<file path="config.mk">
export PLATFORM = sky130hd
export DESIGN_NAME = approx_mul_seq_ctrl
export DESIGN_NICKNAME = d
export VERILOG_FILES = /design/src/rtl/approx_mul_seq_ctrl_pkg.sv /design/src/rtl/pp4_sel.sv /design/src/rtl/approx_mul_seq_ctrl.sv
export SDC_FILE = /design/constraint.sdc
export NUM_CORES = 1
export LEC_CHECK = 0
export ABC_AREA = 0
export CAP_MARGIN = 25
export CORE_MARGIN = 2
export CORE_UTILIZATION = 35
export DETAILED_ROUTE_END_ITERATION = 10
export SLEW_MARGIN = 20
export SYNTH_ARGS = -nofsm -noshare
export SYNTH_HDL_FRONTEND = slang
export SYNTH_SLANG_ARGS = --single-unit
</file>
<file path="constraint.sdc">
create_clock -name clk -period 9.9 [get_ports clk]
set_clock_uncertainty 0.2 [all_clocks]
set_input_delay 1.98 -clock clk [delete_from_list [all_inputs] [get_ports clk]]
set_output_delay 1.98 -clock clk [all_outputs]
set_load 0.02 [all_outputs]
</file>
<file path="src/rtl/approx_mul_seq_ctrl_pkg.sv">
// Shared definitions for the approximate sequential 8x8 multiplier.
//   - state_e        : controller FSM states
//   - MODE_*         : 2-bit per-partial-product unit selectors
//   - SHIFT_*        : accumulation shift for each partial product
//   - mul4_*         : 4x4 multiplier units (exact and two truncating variants)
package approx_mul_seq_ctrl_pkg;

  typedef enum logic [2:0] {
    StIdle,
    StLl,
    StLh,
    StHl,
    StHh,
    StDone
  } state_e;

  localparam logic [1:0] MODE_EXACT = 2'b00;
  localparam logic [1:0] MODE_AP1   = 2'b01;
  localparam logic [1:0] MODE_AP3   = 2'b10;

  localparam int unsigned SHIFT_LL  = 0;
  localparam int unsigned SHIFT_MID = 4;  // LH and HL
  localparam int unsigned SHIFT_HH  = 8;

  function automatic logic [7:0] mul4_exact(input logic [3:0] x, input logic [3:0] y);
    return {4'b0000, x} * {4'b0000, y};
  endfunction

  // ap1: exact product with its least significant bit forced to zero.
  function automatic logic [7:0] mul4_ap1(input logic [3:0] x, input logic [3:0] y);
    return mul4_exact(x, y) & 8'hFE;
  endfunction

  // ap3: exact product with its three least significant bits forced to zero.
  function automatic logic [7:0] mul4_ap3(input logic [3:0] x, input logic [3:0] y);
    return mul4_exact(x, y) & 8'hF8;
  endfunction

endpackage

</file>
<file path="src/rtl/pp4_sel.sv">
// Mode-selectable 4x4 partial-product unit.
// Ports:
//   i_mode [1:0] : MODE_EXACT / MODE_AP1 / MODE_AP3 (11 behaves as exact)
//   i_a, i_b [3:0] : nibble operands
//   o_pp [7:0]   : selected partial product
module pp4_sel
  import approx_mul_seq_ctrl_pkg::*;
(
  input  logic [1:0] i_mode,
  input  logic [3:0] i_a,
  input  logic [3:0] i_b,
  output logic [7:0] o_pp
);

  logic [7:0] w_exact;
  logic [7:0] w_ap1;
  logic [7:0] w_ap3;

  assign w_exact = mul4_exact(i_a, i_b);
  assign w_ap1   = mul4_ap1(i_a, i_b);
  assign w_ap3   = mul4_ap3(i_a, i_b);

  always_comb begin
    o_pp = w_exact;
    case (i_mode)
      MODE_AP1: o_pp = w_ap1;
      MODE_AP3: o_pp = w_ap3;
      default:  o_pp = w_exact;
    endcase
  end

endmodule

</file>
<file path="src/rtl/approx_mul_seq_ctrl.sv">
// Sequential 8x8 multiplier built from four 4x4 partial products on one shared,
// per-product configurable (exact / approximate) unit.
// Ports:
//   clk, rst            : clock, asynchronous active-high reset
//   in_valid/in_ready   : operand handshake (a, b latched on accept)
//   cfg_we/cfg_wdata    : mode register write {hh,hl,lh,ll}; dropped while busy
//   cfg, cfg_drop       : current mode, one-cycle pulse on a dropped write
//   out_valid/out_ready : result handshake, prod held until next result
//   busy, done_cnt      : not idle, count of completed output handshakes
module approx_mul_seq_ctrl
  import approx_mul_seq_ctrl_pkg::*;
#(
  parameter logic [7:0] CFG_RESET = 8'b01_01_10_10
) (
  input  logic        clk,
  input  logic        rst,
  input  logic        in_valid,
  output logic        in_ready,
  input  logic [7:0]  a,
  input  logic [7:0]  b,
  input  logic        cfg_we,
  input  logic [7:0]  cfg_wdata,
  output logic [7:0]  cfg,
  output logic        cfg_drop,
  output logic        out_valid,
  input  logic        out_ready,
  output logic [15:0] prod,
  output logic        busy,
  output logic [15:0] done_cnt
);

  state_e      r_state;
  logic [7:0]  r_a;
  logic [7:0]  r_b;
  logic [7:0]  r_op_cfg;  // cfg snapshot taken at accept, used for the whole operation
  logic [15:0] r_acc;
  logic [7:0]  r_cfg;
  logic        r_cfg_drop;
  logic        r_out_valid;
  logic [15:0] r_prod;
  logic        r_busy;
  logic        r_in_ready;
  logic [15:0] r_done_cnt;

  logic [1:0]  w_mode;
  logic [3:0]  w_na;
  logic [3:0]  w_nb;
  logic [3:0]  w_shift;
  logic [7:0]  w_pp;
  logic [15:0] w_pp_ext;

  // Route the nibbles and mode field of the active partial product to the shared unit.
  always_comb begin
    w_mode  = r_op_cfg[1:0];
    w_na    = r_a[3:0];
    w_nb    = r_b[3:0];
    w_shift = 4'(SHIFT_LL);
    case (r_state)
      StLh: begin
        w_mode  = r_op_cfg[3:2];
        w_nb    = r_b[7:4];
        w_shift = 4'(SHIFT_MID);
      end
      StHl: begin
        w_mode  = r_op_cfg[5:4];
        w_na    = r_a[7:4];
        w_shift = 4'(SHIFT_MID);
      end
      StHh: begin
        w_mode  = r_op_cfg[7:6];
        w_na    = r_a[7:4];
        w_nb    = r_b[7:4];
        w_shift = 4'(SHIFT_HH);
      end
      default: ;
    endcase
  end

  pp4_sel u_pp4_sel (
    .i_mode (w_mode),
    .i_a    (w_na),
    .i_b    (w_nb),
    .o_pp   (w_pp)
  );

  assign w_pp_ext = {8'h00, w_pp} << w_shift;

  always_ff @(posedge clk or posedge rst) begin
    if (rst) begin
      r_state     <= StIdle;
      r_a         <= 8'h00;
      r_b         <= 8'h00;
      r_op_cfg    <= 8'h00;
      r_acc       <= 16'h0000;
      r_cfg       <= CFG_RESET;
      r_cfg_drop  <= 1'b0;
      r_out_valid <= 1'b0;
      r_prod      <= 16'h0000;
      r_busy      <= 1'b0;
      r_in_ready  <= 1'b0;
      r_done_cnt  <= 16'h0000;
    end else begin
      r_cfg_drop <= cfg_we & r_busy;
      if (cfg_we && !r_busy) begin
        r_cfg <= cfg_wdata;
      end

      case (r_state)
        StIdle: begin
          r_in_ready <= 1'b1;
          // r_in_ready gates accept so nothing is taken on the first edge after reset.
          if (in_valid && r_in_ready) begin
            r_a        <= a;
            r_b        <= b;
            r_op_cfg   <= r_cfg;
            r_acc      <= 16'h0000;
            r_in_ready <= 1'b0;
            r_busy     <= 1'b1;
            r_state    <= StLl;
          end
        end
        StLl: begin
          r_acc   <= r_acc + w_pp_ext;
          r_state <= StLh;
        end
        StLh: begin
          r_acc   <= r_acc + w_pp_ext;
          r_state <= StHl;
        end
        StHl: begin
          r_acc   <= r_acc + w_pp_ext;
          r_state <= StHh;
        end
        StHh: begin
          r_acc   <= r_acc + w_pp_ext;
          r_state <= StDone;
        end
        StDone: begin
          if (!r_out_valid) begin
            r_prod      <= r_acc;
            r_out_valid <= 1'b1;
          end else if (out_ready) begin
            r_out_valid <= 1'b0;
            r_in_ready  <= 1'b1;
            r_busy      <= 1'b0;
            r_done_cnt  <= r_done_cnt + 16'd1;
            r_state     <= StIdle;
          end
        end
        default: r_state <= StIdle;
      endcase
    end
  end

  assign in_ready  = r_in_ready;
  assign cfg       = r_cfg;
  assign cfg_drop  = r_cfg_drop;
  assign out_valid = r_out_valid;
  assign prod      = r_prod;
  assign busy      = r_busy;
  assign done_cnt  = r_done_cnt;

endmodule
</file>
Word level (Yosys, flattened, before mapping)

Index checks and enable logic that the tools add are counted.

Register bits after elaboration: 87
Bits of input ports: 29
Output and inout port bits: 44
Word-level logic and storage cells: 66

Shift operators: 1
Mux-type cells: 21
Bitwise operators: 2
Add/sub/neg operators: 2
Multipliers: 1
Reductions and logical operators: 17
Eq/ne operators: 10

Operator list:

| operator                                            | number |
|---|---|
| one-hot mux 16 bit (2 select lines)                 | 1 |
| one-hot mux 3 bit (6 select lines)                  | 1 |
| adder 16 x 1 -> 16 bit, second input constant       | 1 |
| adder 16 bit                                        | 1 |
| two-way mux 16 bit                                  | 1 |
| left shift 8 x 4 -> 16 bit                          | 1 |
| two-way mux 3 bit                                   | 3 |
| AND reduction 3 bit                                 | 3 |
| multiplier 4 x 4 -> 8 bit                           | 1 |
| two-way mux 1 bit                                   | 8 |
| two-way mux 4 bit                                   | 2 |
| one-hot mux 4 bit (2 select lines)                  | 1 |
| equality test 3 x 2 -> 1 bit, second input constant | 2 |
| equality test 3 bit, second input constant          | 2 |
| inequality test 2 bit, second input constant        | 3 |
| one-hot mux 2 bit (3 select lines)                  | 1 |
| one-hot mux 3 bit (2 select lines)                  | 1 |
| AND reduction 2 bit                                 | 3 |
| OR reduction 2 bit                                  | 3 |
| one-hot mux 1 bit (2 select lines)                  | 2 |
| AND reduction 4 bit                                 | 1 |
| nonzero test 2 bit                                  | 2 |
| OR reduction 4 bit                                  | 1 |
| equality test 3 x 1 -> 1 bit, second input constant | 1 |
| 7 further kinds                                     | 8 |

Depth between registers and ports, before layout

Depth after elaboration: 8
Gate-level depth with buffers: 24
Depth with buffers taken out: 23

Hierarchy

From an unflattened synthesis, not the netlist that was laid out.

Cells, all modules: 470
Area, all modules: 5056.1 um^2

By module, submodules not included:

| module              | cells each | instances | area each (um^2) | sequential area each (um^2) |
|---|---|---|---|---|
| approx_mul_seq_ctrl | 415        | 1         | 4575.6           | 2182.1 |
| pp4_sel             | 55         | 1         | 480.5            | 0.0 |

Worst setup path after synthesis

OpenSTA, ideal clock, no wires.

Path type: register -> register
Start point: register r_state[2]
End point: register r_acc[15]
Path slack: 4.299 ns
Setup time: 0.129 ns
Cell stages (with the launch flop): 25
Clock period less this slack: 5.601 ns
Data arrival time: 5.272 ns
Data required time: 9.571 ns
Buffers on the path: 2
Cells stage by stage: dfrtp_1 -> buf_6 -> nand2b_1 -> buf_2 -> a21oi_4 -> mux2i_1 -> or2_2 -> fa_1 -> inv_1 -> fa_1 -> inv_1 -> fa_1 -> inv_1 -> a21o_2 -> a21oi_1 -> xor2_1 -> nor2_1 -> o21a_1 -> ha_1 -> a211oi_1 -> o211ai_1 -> nand4_1 -> and3_1 -> o32ai_1 -> a2111o_1

Longest elaborated chain between the ends: 8
Elaborated cells on any way between the ends: 23
Those cells by class: add/sub (1); mul (1); eq/ne (7); shift (1); mux (6); reduce/logical (7)

RTL lines:

| what                                                                | line                                                  | text |
|---|---|---|
| start, declared                                                     | approx_mul_seq_ctrl.sv:32                             | `state_e r_state;` |
| start signal, assigned                                              | approx_mul_seq_ctrl.sv:90                             | `r_state <= StIdle;` |
| start signal, assigned                                              | approx_mul_seq_ctrl.sv:119                            | `r_state <= StLl;` |
| start signal, assigned                                              | approx_mul_seq_ctrl.sv:124                            | `r_state <= StLh;` |
| equality test 3 bit or equality test 3 x 2 -> 1 bit (tied branches) | approx_mul_seq_ctrl.sv:58, approx_mul_seq_ctrl.sv:108 |  |
| OR reduction 2 bit (no source line)                                 | n/a                                                   |  |
| two-way mux 4 bit                                                   | approx_mul_seq_ctrl.sv:58                             | `case (r_state)` |
| multiplier 4 x 4 -> 8 bit                                           | approx_mul_seq_ctrl_pkg.sv:26                         | `return {4'b0000, x} * {4'b0000, y};` |
| one-hot mux 3 bit (2 select lines)                                  | pp4_sel.sv:25                                         | `case (i_mode)` |
| left shift 8 x 4 -> 16 bit                                          | approx_mul_seq_ctrl.sv:86                             | `assign w_pp_ext = {8'h00, w_pp} << w_shift;` |
| adder 16 bit                                                        | n/a                                                   |  |
| one-hot mux 16 bit (2 select lines)                                 | approx_mul_seq_ctrl.sv:108                            | `case (r_state)` |
| end signal, assigned                                                | approx_mul_seq_ctrl.sv:123                            | `r_acc <= r_acc + w_pp_ext;` |
| end signal, assigned                                                | approx_mul_seq_ctrl.sv:127                            | `r_acc <= r_acc + w_pp_ext;` |
| end signal, assigned                                                | approx_mul_seq_ctrl.sv:131                            | `r_acc <= r_acc + w_pp_ext;` |
| end, declared                                                       | approx_mul_seq_ctrl.sv:36                             | `logic [15:0] r_acc;` |

Several ways; a longest one is shown, not always the timed one.
A chain may end at the register's enable or synchronous reset.

Worst setup path after layout

Ends and elaborated chain as after synthesis.

==> impl_metrics.ini <==
[synthesis]
yosysTopAreaCellShare_pct = 41.8
synth_edf_count = 0
synthCells = 507
synth_top_area_cell = dfrtp_1
synth_nets = 570
yosysWarningCount = 0
synth_seq_cells = 87
ys_types = 59
synth_flop_cell = dfrtp_1
avgSynthCellArea_um2 = 9.80
ys_top_cells_by_area = dfrtp_1 42%, nand2_1 8.3%, ha_1 7.3%
async_reset_ff_share_pct = 100
synth_area_mm2 = 0.00497
seq_area_frac_synth_pct = 43.9

[global_route]
grt_use_total_pct = 15.0
grt_pass1_wl_um = 17900
antenna_found_initial = 0
grt_pass1_vias = 3753
gr-total-overflow = 0
grt_max_degree = 51

[detailed_routing]
post-route-drc-count = 0
drt_iter0_markers = 185
vias = 3823
firstDrtPassIters = 4
antenna_left = 0
viasPerCell = 5.02
wire_per_inst_um = 14.0
postRouteWirelength_um = 10700

[hold_path]
hold_path.class = flop to flop
worstHoldStart = done_cnt[15]
holdPathEnd = done_cnt[15]
holdPathStages = 1

[place]
post-place-ws_ns = 3.51
place_congestion = 0.907
place_area_mm2 = 0.00584
place_inst = 746
dpl.hpwl_um = 8050
port_buffers = 72

[status]
status = finished clean

[clock_tree]
cts-htree-levels = 3
post_cts_buffers = 0
clock_sink_count = 87
cts_resized = 0
root_buffer = clkbuf_16
cts.path.max_buffers = 2
cts_buffers = 9
clkLatencyLatePin_ns = 0.35
cts_tree = yes
ctsHoldBuffers = 0
clk_pin_slew_ns = 0.07

[run]
max_cap_violations = 0

[setup_path]
worst_path_max_delay_cell = dfrtp_1
cp-end-kind = flop
worstPathCellList = nand2_1 -> o21ai_2 -> mux2i_1 -> or2_2 -> fa_1 -> inv_1 -> fa_1 -> inv_1 -> fa_1 -> inv_1 -> a21o_2 -> a21oi_1 -> xor2_1 -> nor2_1 -> o21a_1 -> ha_1 -> a211oi_1 -> o211ai_1 -> nand4_1 -> and3_1 -> o32ai_1 -> a2111o_1
crit_fanout = 20
critPathKind = flop to flop
cp.arrival_ns = 6.48
cp.required_ns = 9.93
crit_cells = 22
reg2reg_depth = 22
worst-path-buf-inv = 3
max_stage_delay_ns = 0.75
startpoint_type = flop
crit_family = adder cells
r2r_end = r_acc[15]
r2r_slack_ns = 3.45
reg2reg_from = r_state[2]

[timing]
finalMaxSlewViolations = 0
post-route-period-util_pct = 65.1
slew_headroom_pct = 34.2
setup_viol = 0
period_minus_slack_ns = 6.45
finalSetupTns_ns = 0
tightest_slew_ns = 0.985
rsz0062_at_grt = no
final_hold_viol_count = 0
finalWorstSetupSlack_ns = 3.45
max_freq_mhz = 155

[power]
p_clk_share_pct = 16.1
vdd_drop_max_mv = 0.147
p_sw_share_pct = 42.9
combPwrFrac_pct = 53.2
switchingPower_uw = 861
p_seq_share_pct = 30.7
p_int_mw = 1.15
power.leakage_nw = 2.82
p_per_area_mw_per_mm2 = 328

[die]
fp.dieH_um = 123
die-area_mm2 = 0.0152
rows = 43
initial_core_util_pct = 35.8
die_w_um = 123
pin_count = 73
core_mm2 = 0.0139

[finish]
final_nets = 640
syn_to_final_growth_pct = 23.2
drive_above_1_share_pct = 10.3
instances_no_fill = 762
stdcell_area_mm2 = 0.00613
insertedDiodeCount = 0
stage by stage:
step / hold slack [ns] / total power [mW] / utilization (%)
2_1_floorplan: 0.245 / 1.39 / -
3_3_place_gp: 0.258 / 1.67 / 42.1
3_5_place_dp: 0.261 / 1.69 / 42.1
4_1_cts: 0.273 / 2.03 / 44.1
5_1_grt: 0.286 / 2.19 / 44.1
6_report: 0.266 / 2.01 / 44.1
power groups by stage:
stage                     clock (mW)  sequential (mW)  combinational (mW)
after global routing           0.349            0.639                1.20
after detailed placement           0            0.624                1.07
after floorplan                    0            0.647               0.742
after CTS                      0.338            0.618                1.07
final                          0.324            0.615                1.07
after global placement             0            0.619                1.05
logic make-up after synthesis:
kind of cell	count (synthesis)	synth area share (%)
AOI/OAI and AO/OA	88	12.1
xor gates and xnor gates	30	5.29
adders and majority gates	34	9.31
buffers and inverters	27	2.77
DFF	87	43.9
muxes	36	7.90
and+or+nand+nor	205	18.8
registers in the layout, summed over array words and instances (netlist names):
signal,count
r_acc,16
out_valid,1
cfg,8
done_cnt,16
prod,16
r_state,3
busy,1
in_ready,1
r_b,8
r_op_cfg,8
r_a,8
cfg_drop,1
metal layers:
metal | wire length [um] | part of all wire, % | global-route usage (%)
met5 | 0 | 0 | 0
met1 | 5240 | 49 | 20.3
met4 | 153 | 1.4 | 5.61
met3 | 492 | 4.6 | 4.15
met2 | 4810 | 45 | 23.1
area by class of cell:
class	instances	area, um2
fill	1360	7750
multi-input combinational	393	2650
sequential	87	2180
timing repair buffer	74	736
clock buffer	12	256
tap	180	225
inverter	12	46.3
clock inverter	4	28.8
cells in the mapped netlist, drive strengths merged (5+ instances only):
library cell and number:
a211oi 8, a21o 7, a21oi 18, and2 6, and3 7, buf 9
clkbuf 6, dfrtp 83, fa 5, ha 29, inv 12, mux2 26
mux2i 10, nand2 110, nand3 8, nand4 6, nor2 39, nor3 5
o211ai 6, o21ai 20, o22ai 6, xnor2 15, xor2 15
placed cells by master, fill, tap and decap left out, types with 3 or more instances in the layout:
cell type / n
a31oi_1: 3
and3_1: 7
nand3_1: 8
o22ai_1: 6
clkbuf_16: 9
xor2_1: 15
a21o_1: 6
xnor2_1: 15
nor2_1: 38
a21oi_1: 17
ha_1: 29
inv_1: 11
nor3b_1: 3
dfrtp_1: 83
and2_1: 5
a221oi_1: 3
nand4_1: 6
a211oi_1: 7
nand2b_1: 3
o21ai_0: 17
nor3_1: 4
o211ai_1: 6
mux2_2: 26
fa_1: 5
nor2b_1: 3
o21a_1: 4
clkdlybuf4s50_1: 72
mux2i_1: 10
nand2_1: 110
dfstp_2: 4
how the worst max path moves through the flow:
stage	startpoint	to	slack, ns
finish	r_state[2]	r_acc[15]	3.45
global route	r_state[2]	r_acc[10]	2.95
CTS	r_state[2]	r_acc[15]	3.50
detailed placement	r_state[2]	r_acc[15]	3.51
global placement	r_state[0]	r_acc[15]	3.77
floorplan	r_state[2]	r_acc[15]	4.30
worst reg2reg max path, cell delays in order (launching register included):
cell	delay [ns]
dfrtp_1	0.75
nand2_1	0.44
o21ai_2	0.29
mux2i_1	0.20
or2_2	0.32
fa_1	0.51
inv_1	0.05
fa_1	0.56
inv_1	0.07
fa_1	0.46
inv_1	0.08
a21o_2	0.11
a21oi_1	0.07
xor2_1	0.24
nor2_1	0.07
o21a_1	0.19
ha_1	0.34
a211oi_1	0.33
o211ai_1	0.18
nand4_1	0.20
and3_1	0.18
o32ai_1	0.09
a2111o_1	0.41
Power figures use the tool's default switching activity.
